[src/rtl/regbank_write_arbiter_pkg.sv]
// Shared encodings for the two-requester register-bank write arbiter:
// FSM states, grant ids and default bank geometry.
package regbank_write_arbiter_pkg;

   localparam int DEF_DATA_W = 8;
   localparam int DEF_ADDR_W = 3;

   localparam logic GRANT_A = 1'b0;
   localparam logic GRANT_B = 1'b1;

   typedef enum logic [1:0] {
      S_IDLE   = 2'd0,
      S_SETUP  = 2'd1,
      S_COMMIT = 2'd2
   } state_e;

endpackage

[src/rtl/regbank_write_arbiter_arb_rr2.sv]
// Two-way round-robin pick: on a tie the requester that did not win last
// time is chosen; a lone requester always wins.
module arb_rr2
   import regbank_write_arbiter_pkg::*;
(
   input  logic a_req,
   input  logic b_req,
   input  logic last_grant,
   output logic grant,
   output logic grant_vld
);

   always_comb begin
      grant     = GRANT_A;
      grant_vld = a_req | b_req;
      if (a_req && b_req)
         grant = (last_grant == GRANT_A) ? GRANT_B : GRANT_A;
      else if (b_req)
         grant = GRANT_B;
   end

endmodule

[src/rtl/regbank_write_arbiter.sv]
// Arbitrates A/B writes into a flip-flop bank: IDLE captures the winner's
// addr/data, SETUP holds them, COMMIT pulses wr_en and the winner's ack.
module regbank_write_arbiter
   import regbank_write_arbiter_pkg::*;
#(
   parameter int DATA_W = DEF_DATA_W,
   parameter int ADDR_W = DEF_ADDR_W
) (
   input  logic              clk,
   input  logic              rst,
   input  logic              a_req,
   input  logic [ADDR_W-1:0] a_addr,
   input  logic [DATA_W-1:0] a_data,
   output logic              a_ack,
   input  logic              b_req,
   input  logic [ADDR_W-1:0] b_addr,
   input  logic [DATA_W-1:0] b_data,
   output logic              b_ack,
   output logic              wr_en,
   output logic [ADDR_W-1:0] wr_addr,
   output logic [DATA_W-1:0] wr_data,
   output logic              busy,
   output logic              last_grant
);

   state_e              state_q, state_d;
   logic                lg_q, lg_d;
   logic                wr_en_q, wr_en_d;
   logic [ADDR_W-1:0]   wr_addr_q, wr_addr_d;
   logic [DATA_W-1:0]   wr_data_q, wr_data_d;
   logic                a_ack_q, a_ack_d;
   logic                b_ack_q, b_ack_d;
   logic                busy_q, busy_d;
   logic                grant, grant_vld;

   arb_rr2 u_arb (
      .a_req      (a_req),
      .b_req      (b_req),
      .last_grant (lg_q),
      .grant      (grant),
      .grant_vld  (grant_vld)
   );

   // lg_q doubles as the owner of the in-flight write, since it is
   // updated on the capture edge and held until the next grant.
   always_comb begin
      state_d   = state_q;
      lg_d      = lg_q;
      wr_addr_d = wr_addr_q;
      wr_data_d = wr_data_q;
      wr_en_d   = 1'b0;
      a_ack_d   = 1'b0;
      b_ack_d   = 1'b0;
      case (state_q)
         S_IDLE: begin
            if (grant_vld) begin
               state_d   = S_SETUP;
               lg_d      = grant;
               wr_addr_d = (grant == GRANT_B) ? b_addr : a_addr;
               wr_data_d = (grant == GRANT_B) ? b_data : a_data;
            end
         end
         S_SETUP: begin
            state_d = S_COMMIT;
            wr_en_d = 1'b1;
            a_ack_d = (lg_q == GRANT_A);
            b_ack_d = (lg_q == GRANT_B);
         end
         S_COMMIT: state_d = S_IDLE;
         default:  state_d = S_IDLE;
      endcase
      busy_d = (state_d != S_IDLE);
   end

   always_ff @(posedge clk) begin
      if (rst) begin
         state_q   <= S_IDLE;
         lg_q      <= GRANT_B;
         wr_en_q   <= 1'b0;
         wr_addr_q <= '0;
         wr_data_q <= '0;
         a_ack_q   <= 1'b0;
         b_ack_q   <= 1'b0;
         busy_q    <= 1'b0;
      end else begin
         state_q   <= state_d;
         lg_q      <= lg_d;
         wr_en_q   <= wr_en_d;
         wr_addr_q <= wr_addr_d;
         wr_data_q <= wr_data_d;
         a_ack_q   <= a_ack_d;
         b_ack_q   <= b_ack_d;
         busy_q    <= busy_d;
      end
   end

   assign wr_en      = wr_en_q;
   assign wr_addr    = wr_addr_q;
   assign wr_data    = wr_data_q;
   assign a_ack      = a_ack_q;
   assign b_ack      = b_ack_q;
   assign busy       = busy_q;
   assign last_grant = lg_q;

endmodule

[config.mk]
export PLATFORM = sky130hd
export DESIGN_NAME = regbank_write_arbiter
export DESIGN_NICKNAME = d
export VERILOG_FILES = /design/src/rtl/regbank_write_arbiter_pkg.sv /design/src/rtl/regbank_write_arbiter_arb_rr2.sv /design/src/rtl/regbank_write_arbiter.sv
export SDC_FILE = /design/constraint.sdc
export NUM_CORES = 1
export LEC_CHECK = 0
export ABC_AREA = 0
export ABC_CLOCK_PERIOD_IN_PS = 1100
export CORE_MARGIN = 2
export CORE_UTILIZATION = 27
export DETAILED_ROUTE_END_ITERATION = 12
export PLACE_DENSITY = 0.65
export SETUP_SLACK_MARGIN = 0.3
export SLEW_MARGIN = 20
export SYNTH_ARGS = -nofsm -noshare
export SYNTH_HDL_FRONTEND = slang
export SYNTH_SLANG_ARGS = --single-unit
[constraint.sdc]
create_clock -name clk -period 1.1 [get_ports clk]
set_input_delay 0.11 -clock clk [delete_from_list [all_inputs] [get_ports clk]]
set_output_delay 0.11 -clock clk [all_outputs]
set_load 0.1 [all_outputs]
==> reports/summary.txt, run 1 <==
Setup-failing EPs final - 1
Routed vias - 832
Placed insts - 158
Worst path slowest cell - dfxtp_4
Global route total overflow - 0
Pin count of the biggest net entering global routing - 15
Starting density of the core - 28.10%
Root Buffer - clkbuf_4
H-tree lvl count - 1
Synth-to-layout area growth - 116.1%
CP Launch Type - flip-flop
Met2 usage - 25.81%
Top_reg_cell synth - dfxtp_1
M3 GR Usage - 2.268%
DP Area - 1459 um^2
Fmax - 0.9007 GHz
FP Rows - 19
Crit-path max FO - 7
Routability Congestion - 0.7173
First-pass GRT wire length - 3.594 mm
DRT Wirelength - 2.256 mm
Pwr Density - 1390 nW/um^2
RSZ-0062 raised after global routing - true
Worst path required time - 1290 ps
Design area - 1660 um^2
GRT Util Overall - 14.31%
Worst min-delay path class - in -> reg
Layout cells sized above 1 - 65.49%
Synthesized flop and latch total - 17
Global route hottest layer - met2
Slew @ Worst Pin - 225.2 ps
Clk buf depth - 2
Port bufs - 41
Max VDD drop - 0.8553 mV
Initial DRC count - 9
Post-synthesis sequential area ratio - 44.30%
MaxCap Viol Count - 0
CTS tree - done
Critical Path AT - 1300 ps
Crit path cell chain - a21boi_4, buf_6, nand2_2, a311oi_2
Most common cell after layout, fill and taps aside - clkdlybuf4s50_1
Sum Neg Setup Slack - -10.25 ps
Non-Filler Instances - 173
Max Slew Vio Count - 0
Hold_ws - 404.9 ps
Die ar. - 3288 um^2
Mapped Cells - 81
Area of the core - 2734 um^2
WL/cell - 13.04 um
Distinct cells, synth - 19
Fin crit period - 1110 ps
Worst skew pair latency - 290 ps
Clk slew on worst S/H paths - 100 ps
CTS Hold Bufs - 0
Final period utilization - 100.9%
CTS Buf Count - 3
Slew HR - 84.99%
LEAKAGE - 0.6715 nW
First-pass DRT Iterations - 3
Failing checks - negative setup slack
Net count, final - 169
IO Pins - 42
Crit end category - flip-flop
Die W - 57.34 um
Skew final - 9.881 ps
DRC - 0
EDFF count, synth - 0
Critical path class - reg -> reg
Antenna violations before repair - 0
Synthesized area - 768.2 um^2
Synth warn - 0
Vias in the first global route - 824
Synthesized area per cell - 9.484 um^2
Antenna diodes - 0
Met1 Use GR - 16.20%
Final hold viol count - 0
Sink Count - 17
Fin worst setup slack - -10.25 ps
Core Util, Final - 60.73%
Die Y - 57.34 um
Post-Syn Nets - 107
Async set-reset flop share out of synthesis - 0%
Max incr delay on CP - 380 ps
Status - finished, violations left
Most frequent cells in the layout - 23 x clkdlybuf4s50_1, 16 x nand2_1, 16 x buf_12
Antenna Violating Nets Remaining - 0
Vias per std cell - 4.809
==> layout make-up <==
class / count / area [um^2]
fillers: 231 / 1074
clock buffers: 3 / 22.52
clock inverters: 1 / 5.005
inverters: 1 / 3.754
repair buffers: 62 / 748.2
flip-flops and latches: 17 / 369.1
well taps: 31 / 38.79
multi-input cells: 58 / 473.0
==> metrics by stage <==
step | total power, mW | worst slack (ps)
5_1_grt | 2.425 | -85.90
3_5_place_dp | 1.865 | -341.9
3_3_place_gp | 1.856 | -306.0
4_1_cts | 2.293 | 7.298
6_report | 2.308 | -10.25
2_1_floorplan | 1.424 | -109.5
==> registers in the layout, summed over array words and instances (netlist names) <==
| signal | flops |
|---|---|
| wr_addr | 3 |
| a_ack | 1 |
| busy | 1 |
| state_q | 2 |
| b_ack | 1 |
| last_grant | 1 |
| wr_data | 8 |
==> cells by family after synthesis <==
family                 share of synthesized area [%]
and+or+nand+nor                                17.75
AOI/OAI and AO/OA                              32.41
DFF                                            44.30
buffers and inverters                          5.537
==> final timing paths <==
path / startpoint / endpoint / slack [ps] / cells past startpoint
min reg2reg: wr_data[6]$_SDFFE_PP0P_ / wr_data[6]$_SDFFE_PP0P_ / 530 / 2
max: last_grant$_SDFFE_PP1P_ / wr_data[7]$_SDFFE_PP0P_ / -10 / 4
max reg2reg: last_grant$_SDFFE_PP1P_ / wr_data[7]$_SDFFE_PP0P_ / -10 / 4
min: a_data[0] / wr_data[0]$_SDFFE_PP0P_ / 400 / 3
==> critical path: cells and delay by family, from the launching register on <==
| family | cells | cell delay [ps] |
|---|---|---|
| AOI/OAI and AO/OA | 2 | 420 |
| buffers and inverters | 1 | 150 |
| DFF | 1 | 380 |
| and+or+nand+nor | 1 | 50 |
==> synth_stat cells, types with 3 or more instances <==
cell,instances,area (um^2)
nand2_1,23,86.33
dfxtp_1,17,340.3
a21oi_1,11,55.05
a311oi_2,10,150.1
buf_2,4,20.02
nor2_1,3,11.26
==> timing repair <==
action,in CTS,in global routing
pin swaps,15,19
resized for setup,17,12
buffers inserted,8,2
endpoints found under the setup margin,33,33
gates cloned,1,0
==> routing by layer <==
| layer | vias up | routed length (um) |
|---|---|---|
| met5 | - | 0 |
| met4 | 0 | 27 |
| met3 | 2 | 85 |
| met2 | 21 | 1198 |
| met1 | 395 | 944 |
| li1 | 414 | - |
==> where the power goes <==
group / leakage [nW] / total (mW) / internal (mW) / switching (mW)
clock network: 0.0177 / 0.331 / 0.135 / 0.196
registers: 0.147 / 0.764 / 0.694 / 0.0701
logic: 0.507 / 1.21 / 0.527 / 0.686
total: 0.671 / 2.31 / 1.36 / 0.952
No activity file was read; power rests on OpenSTA's default activity.
==> run 2: changes to the inputs <==
--- a/config.mk
+++ b/config.mk
@@ -11,6 +11,8 @@
 export CORE_UTILIZATION = 27
 export DETAILED_ROUTE_END_ITERATION = 12
 export PLACE_DENSITY = 0.65
+export RECOVER_POWER = 100
+export REMOVE_ABC_BUFFERS = 1
 export SETUP_SLACK_MARGIN = 0.3
 export SLEW_MARGIN = 20
 export SYNTH_ARGS = -nofsm -noshare
==> run 2 against run 1 <==
Net effect: non-clock buffer count decreased by 5; the run still ends with negative setup slack left; core utilization decreased by 7.4 points; largest power group unchanged; largest cell class unchanged; cell count decreased by 2.9%; fmax about the same; clock power increased by 4%; critical path type unchanged.
==> reports/summary.txt, run 2 (synthesis results as in run 1) <==
Most common cell after layout, fill and taps aside - clkdlybuf4s50_1
Antenna violations before repair - 0 (unchanged)
Root Buffer - clkbuf_4
Fin worst setup slack - -11.24 ps (-0.9913 ps)
Critical Path AT - 1320 ps (+20 ps)
Hpwl dp - 1.630 mm
Fin crit period - 1111 ps (+0.9913 ps)
First-pass GRT wire length - 3.643 mm (+1.4%)
Die W - 57.34 um (unchanged)
Critical path class - reg -> reg
GRT Util Overall - 14.25% (-0.067 points)
Non-Filler Instances - 168 (-2.9%)
Met1 WL - 895 um (-5.2%)
Design area - 1458 um^2 (-12%)
FP Rows - 19 (unchanged)
Routability Congestion - 0.7042 (-1.8%)
CP Launch Type - flip-flop
Critical path buffers and inverters - 1 (unchanged)
H-tree lvl count - 1 (unchanged)
Sink Count - 17 (unchanged)
Multi-input logic area - 427.9 um^2 (-9.5%)
Placed insts - 156 (-1.3%)
Slew @ Worst Pin - 279.9 ps (+54.78 ps)
Routed vias - 832 (unchanged)
Port bufs - 41 (unchanged)
Max incr delay on CP - 380 ps (about the same)
Uppermost layer routed - met4
Fmax - 0.8999 GHz (about the same)
Crit-path max FO - 11 (+4)
Worst path slowest cell - dfxtp_4
Max VDD drop - 1.117 mV (+31%)
Max Slew Vio Count - 0 (unchanged)
Failing checks - negative setup slack
Crit path cell chain - a21boi_4, buf_12, nand2_1, a311oi_2
Hold_ws - 374.6 ps (-30.22 ps)
Routed length on met2 - 1.185 mm (-1.1%)
CTS Hold Bufs - 0 (unchanged)
Number of flip-flops in the largest register - 8 (unchanged)
Initial DRC count - 15 (+6)
IO Pins - 42 (unchanged)
Filler instances - 253 (+9.5%)
Layout cells sized above 1 - 52.55% (-13 points)
CTS tree - done
Worst slack at placement - -338.3 ps (+3.546 ps)
Skew final - 2.886 ps (-6.995 ps)
Most frequent cells in the layout - 23 x clkdlybuf4s50_1, 22 x nand2_1, 19 x buf_6
Slew HR - 81.49% (-3.5 points)
MaxCap Viol Count - 0 (unchanged)
Starting density of the core - 28.10% (unchanged)
Worst path required time - 1310 ps (+20 ps)
Worst min-delay path class - in -> reg
Crit end category - flip-flop
Net count, final - 164 (-3.0%)
Area of the core - 2734 um^2 (unchanged)
Clk slew on worst S/H paths - 100 ps (about the same)
Status - finished, violations left
RSZ-0062 raised after global routing - true
LEAKAGE - 0.6090 nW (-9.3%)
Pin count of the biggest net entering global routing - 15 (unchanged)
Final hold viol count - 0 (unchanged)
DRT Wirelength - 2.280 mm (+1.1%)
CTS Buf Count - 3 (unchanged)
First-pass DRT Iterations - 4 (+1)
Vias per std cell - 4.952 (+3.0%)
Antenna diodes - 0 (unchanged)
Met3 wire len - 146 um (+72%)
Final period utilization - 101.0% (about the same)
Total chip power - 2.159 mW (-6.5%)
Pwr Density - 1481 nW/um^2 (+6.6%)
Antenna Violating Nets Remaining - 0 (unchanged)
Global route total overflow - 0 (unchanged)
Reg area - 362.8 um^2 (-1.7%)
Setup-failing EPs final - 3 (+2)
Synth-to-layout area growth - 89.74%
Clk buf depth - 2 (unchanged)
Vias in the first global route - 819 (-0.61%)
WL/cell - 13.57 um (+4.1%)
DRC - 0 (unchanged)
Delay-heaviest family, CP - compound AO/OA/AOI/OAI gates
Die Y - 57.34 um (unchanged)
DP Area - 1419 um^2 (-2.7%)
Die ar. - 3288 um^2 (unchanged)
Worst skew pair latency - 300 ps (about the same)
-- run 2: cell types whose count changed in the layout (fill, tap and decap cells not counted), moves of 2 or more --
cell	previous run	this run
buf_4	15	10
buf_12	16	3
nor2_1	0	2
a21oi_1	5	11
nand2_1	16	22
a21oi_2	6	0
nor2_2	2	0
nand2_2	7	0
buf_6	6	19
dfxtp_4	3	1
-- run 2: path summary, 6_finish.rpt --
check / endpoint / slack [ps] / from / cells past startpoint
worst min register to register: wr_data[5]$_SDFFE_PP0P_ / 570 / wr_data[5]$_SDFFE_PP0P_ / 2
worst max register to register: wr_data[4]$_SDFFE_PP0P_ / -10 / last_grant$_SDFFE_PP1P_ / 4
worst max-delay path: wr_data[4]$_SDFFE_PP0P_ / -10 / last_grant$_SDFFE_PP1P_ / 4
worst min-delay path: wr_addr[2]$_SDFFE_PP0P_ / 370 / a_addr[2] / 3
-- run 2: worst register-to-register path, cell delays in order, from the launching register on --
cell and delay, ps:
dfxtp_4 380, a21boi_4 180, buf_12 150, nand2_1 70
a311oi_2 260
-- run 2: per-stage QoR --
stage	TNS (ps)	util, %
after CTS	-30.77	56.48
after detailed placement	-4543	51.90
after floorplan	-11310	-
after global routing	-495.9	53.32
final	-13.53	53.32
after global placement	-3983	51.90
-- run 2: power by group --
part	internal [mW]	total (mW)	leakage [nW]	switching [mW]
Sequential	0.693	0.744	0.146	0.0507
Combinational	0.402	1.07	0.445	0.669
Clock	0.136	0.344	0.0177	0.208
Total	1.23	2.16	0.609	0.928
-- run 2: layout make-up --
class                   count  area share, %
repair buffers             57          40.94
multi-input cells          58          29.36
flip-flops and latches     17          24.89
well taps                  31          2.661
clock buffers               3          1.545
clock inverters             1         0.3433
inverters                   1         0.2575
-- run 2: what timing repair did --
action / 4_1_cts / 5_1_grt
endpoints found under the setup margin: 33 / 33
buffers inserted: 4 / 3
resized for setup: 28 / 10
gates cloned: 1 / 0
pin swaps: 3 / 1
-- run 2: layer usage --
layer / track usage [%] / vias up
li1: - / 403
met5: 0 / -
met2: 25.49 / 29
met1: 15.57 / 390
met3: 5.215 / 10
met4: 4.319 / 0
==> run 3: changes to the inputs <==
--- a/config.mk
+++ b/config.mk
@@ -10,7 +10,7 @@
 export CORE_MARGIN = 2
 export CORE_UTILIZATION = 27
 export DETAILED_ROUTE_END_ITERATION = 12
-export PLACE_DENSITY = 0.65
+export PLACE_DENSITY = 0.62
 export RECOVER_POWER = 100
 export REMOVE_ABC_BUFFERS = 1
 export SETUP_SLACK_MARGIN = 0.3
==> run 3 against run 2 <==
Net effect: the run still ends with negative setup slack left; first-iteration DRC count is 53% lower; critical path depth stayed put; global-route usage is 0.40 points higher; core utilization is 5.1 points higher; register-to-register slack hardly changed; fmax is 0.93% lower; clock skew is 1.1 ps lower; non-clock buffer count is 3 lower.
==> reports/summary.txt, run 3 (synthesis results as in run 1) <==
Hold_ws - 411.6 ps (+37.00 ps)
First-pass GRT wire length - 3.788 mm (+4.0%)
Failing checks - negative setup slack
Fin crit period - 1122 ps (+10.46 ps)
Global route total overflow - 0 (unchanged)
Layout cells sized above 1 - 59.70% (+7.1 points)
Antenna Violating Nets Remaining - 0 (unchanged)
Status - finished, violations left
Die ar. - 3288 um^2 (unchanged)
Die W - 57.34 um (unchanged)
Slew @ Worst Pin - 235.7 ps (-44.25 ps)
GRT Util Overall - 14.64% (+0.40 points)
Filler instances - 238 (-5.9%)
Delay-heaviest family, CP - compound AO/OA/AOI/OAI gates
Worst path required time - 1300 ps (about the same)
DRC - 0 (unchanged)
Skew final - 1.774 ps (-1.112 ps)
Placed insts - 156 (unchanged)
Net count, final - 161 (-1.8%)
Vias per std cell - 5.000 (+0.96%)
Multi-input logic area - 475.5 um^2 (+11%)
R2R Setup Slk - -20 ps (about the same)
Worst min-delay path class - in -> reg
Starting density of the core - 28.10% (unchanged)
Hpwl dp - 1.579 mm (-3.1%)
Area of the core - 2734 um^2 (unchanged)
Sum Neg Setup Slack - -30.20 ps (-16.67 ps)
Die Y - 57.34 um (unchanged)
Initial DRC count - 7 (-8)
Final period utilization - 102.0% (+0.95 points)
Most common cell after layout, fill and taps aside - clkdlybuf4s50_1
Pwr Density - 1419 nW/um^2 (-4.2%)
CTS tree - done
Critical path class - reg -> reg
Crit-path max FO - 6 (-5)
RSZ-0062 raised after global routing - true
Reg-to-reg endpoint - wr_addr[1]$_SDFFE_PP0P_
Clk buf depth - 2 (unchanged)
CTS Buf Count - 3 (unchanged)
Crit path cell chain - a21boi_4, buf_6, nand2_1, a311oi_2
Max Slew Vio Count - 0 (unchanged)
Reg area - 364.1 um^2 (+0.34%)
LEAKAGE - 0.6391 nW (+4.9%)
Hold endpoint - wr_addr[0]$_SDFFE_PP0P_
MaxCap Viol Count - 0 (unchanged)
Antenna diodes - 0 (unchanged)
Routed vias - 825 (-0.84%)
Critical R2R Launch - last_grant$_SDFFE_PP1P_
Critical path buffers and inverters - 1 (unchanged)
Vias in the first global route - 864 (+5.5%)
Routability Congestion - 0.7668 (+8.9%)
Critical Path AT - 1330 ps (about the same)
Most frequent cells in the layout - 23 x clkdlybuf4s50_1, 16 x buf_12, 13 x nand2_1, 13 x dfxtp_2
Core Util, Final - 58.40% (+5.1 points)
Crit end category - flip-flop
CP Launch Type - flip-flop
DRT Wirelength - 2.350 mm (+3.1%)
Non-Filler Instances - 165 (-1.8%)
Worst path slowest cell - dfxtp_4
Synth-to-layout area growth - 107.8%
Sink Count - 17 (unchanged)
IO Pins - 42 (unchanged)
Max VDD drop - 0.9241 mV (-17%)
Worst skew pair latency - 290 ps (about the same)
Port bufs - 41 (unchanged)
Setup-failing EPs final - 2 (-1)
Root Buffer - clkbuf_4
H-tree lvl count - 1 (unchanged)
Pin count of the biggest net entering global routing - 15 (unchanged)
Slew HR - 84.29% (+2.8 points)
Antenna violations before repair - 0 (unchanged)
Hold path depth - 3 (unchanged)
First-pass DRT Iterations - 4 (unchanged)
Fin worst setup slack - -21.70 ps (-10.46 ps)
WL/cell - 14.24 um (+4.9%)
Fmax - 0.8915 GHz (-0.93%)
Worst hold start - a_addr[0]
Final hold viol count - 0 (unchanged)
CTS Hold Bufs - 0 (unchanged)
Clk slew on worst S/H paths - 100 ps (about the same)
FP Rows - 19 (unchanged)
Number of cells on the worst reg-to-reg path - 4 (unchanged)
Number of flip-flops in the largest register - 8 (unchanged)
Max incr delay on CP - 370 ps (about the same)
## run 3: worst max path at each step
| stage | startpoint | endpoint | slack, ps | cells after the start |
|---|---|---|---|---|
| floorplan | state_q[1]$_SDFF_PP0_ | last_grant$_SDFFE_PP1P_ | -830 | 3 |
| detailed placement | a_req | wr_addr[2]$_SDFFE_PP0P_ | -350 | 4 |
| global placement | a_req | wr_addr[2]$_SDFFE_PP0P_ | -280 | 4 |
| CTS | state_q[0]$_SDFF_PP0_ | b_ack$_SDFF_PP0_ | 20 | 3 |
| global route | last_grant$_SDFFE_PP1P_ | wr_addr[2]$_SDFFE_PP0P_ | -50 | 4 |
| finish | last_grant$_SDFFE_PP1P_ | wr_addr[1]$_SDFFE_PP0P_ | -20 | 4 |
## run 3: power breakdown
part	leakage (nW)	switching (mW)	internal, mW
Sequential	0.146	0.0705	0.692
Clock	0.0150	0.190	0.141
Combinational	0.478	0.680	0.492
Total	0.639	0.940	1.32
## run 3: worst register-to-register path, stage by stage (launching register included)
cell and delay, ps:
dfxtp_4 370, a21boi_4 200, buf_6 160, nand2_1 70, a311oi_2 240
## run 3: repair_timing
| action | CTS | global route |
|---|---|---|
| endpoints found under the hold margin | 0 | 0 |
| gates cloned | 2 | 0 |
| endpoints found under the setup margin | 33 | 33 |
| resized for setup | 31 | 20 |
| pin swaps | 4 | 19 |
| setup buffers | 0 | 3 |
## run 3: per-stage QoR
stage                     setup slack (ps)  total power, mW  instance area [um^2]
after floorplan                     -829.3            1.363                 729.5
after CTS                            19.73            2.230                  1521
after detailed placement            -347.4            1.831                  1406
after global routing                -50.78            2.342                  1597
final                               -21.70            2.265                  1597
after global placement              -280.0            1.819                  1406
## run 3: area by class of cell
class                   count  share of cell area (%)
multi-input cells          58                   29.78
inverters                   1                  0.2351
repair buffers             54                   43.10
flip-flops and latches     17                   22.81
clock buffers               4                   1.646
well taps                  31                   2.429
## run 3: metal layers
layer | wire length [um] | vias to the layer above | track usage, %
met2 | 1262 | 27 | 26.62
met4 | 15 | 0 | 3.987
li1 | - | 397 | -
met1 | 940 | 399 | 17.04
met3 | 131 | 2 | 3.401
met5 | 0 | - | 0
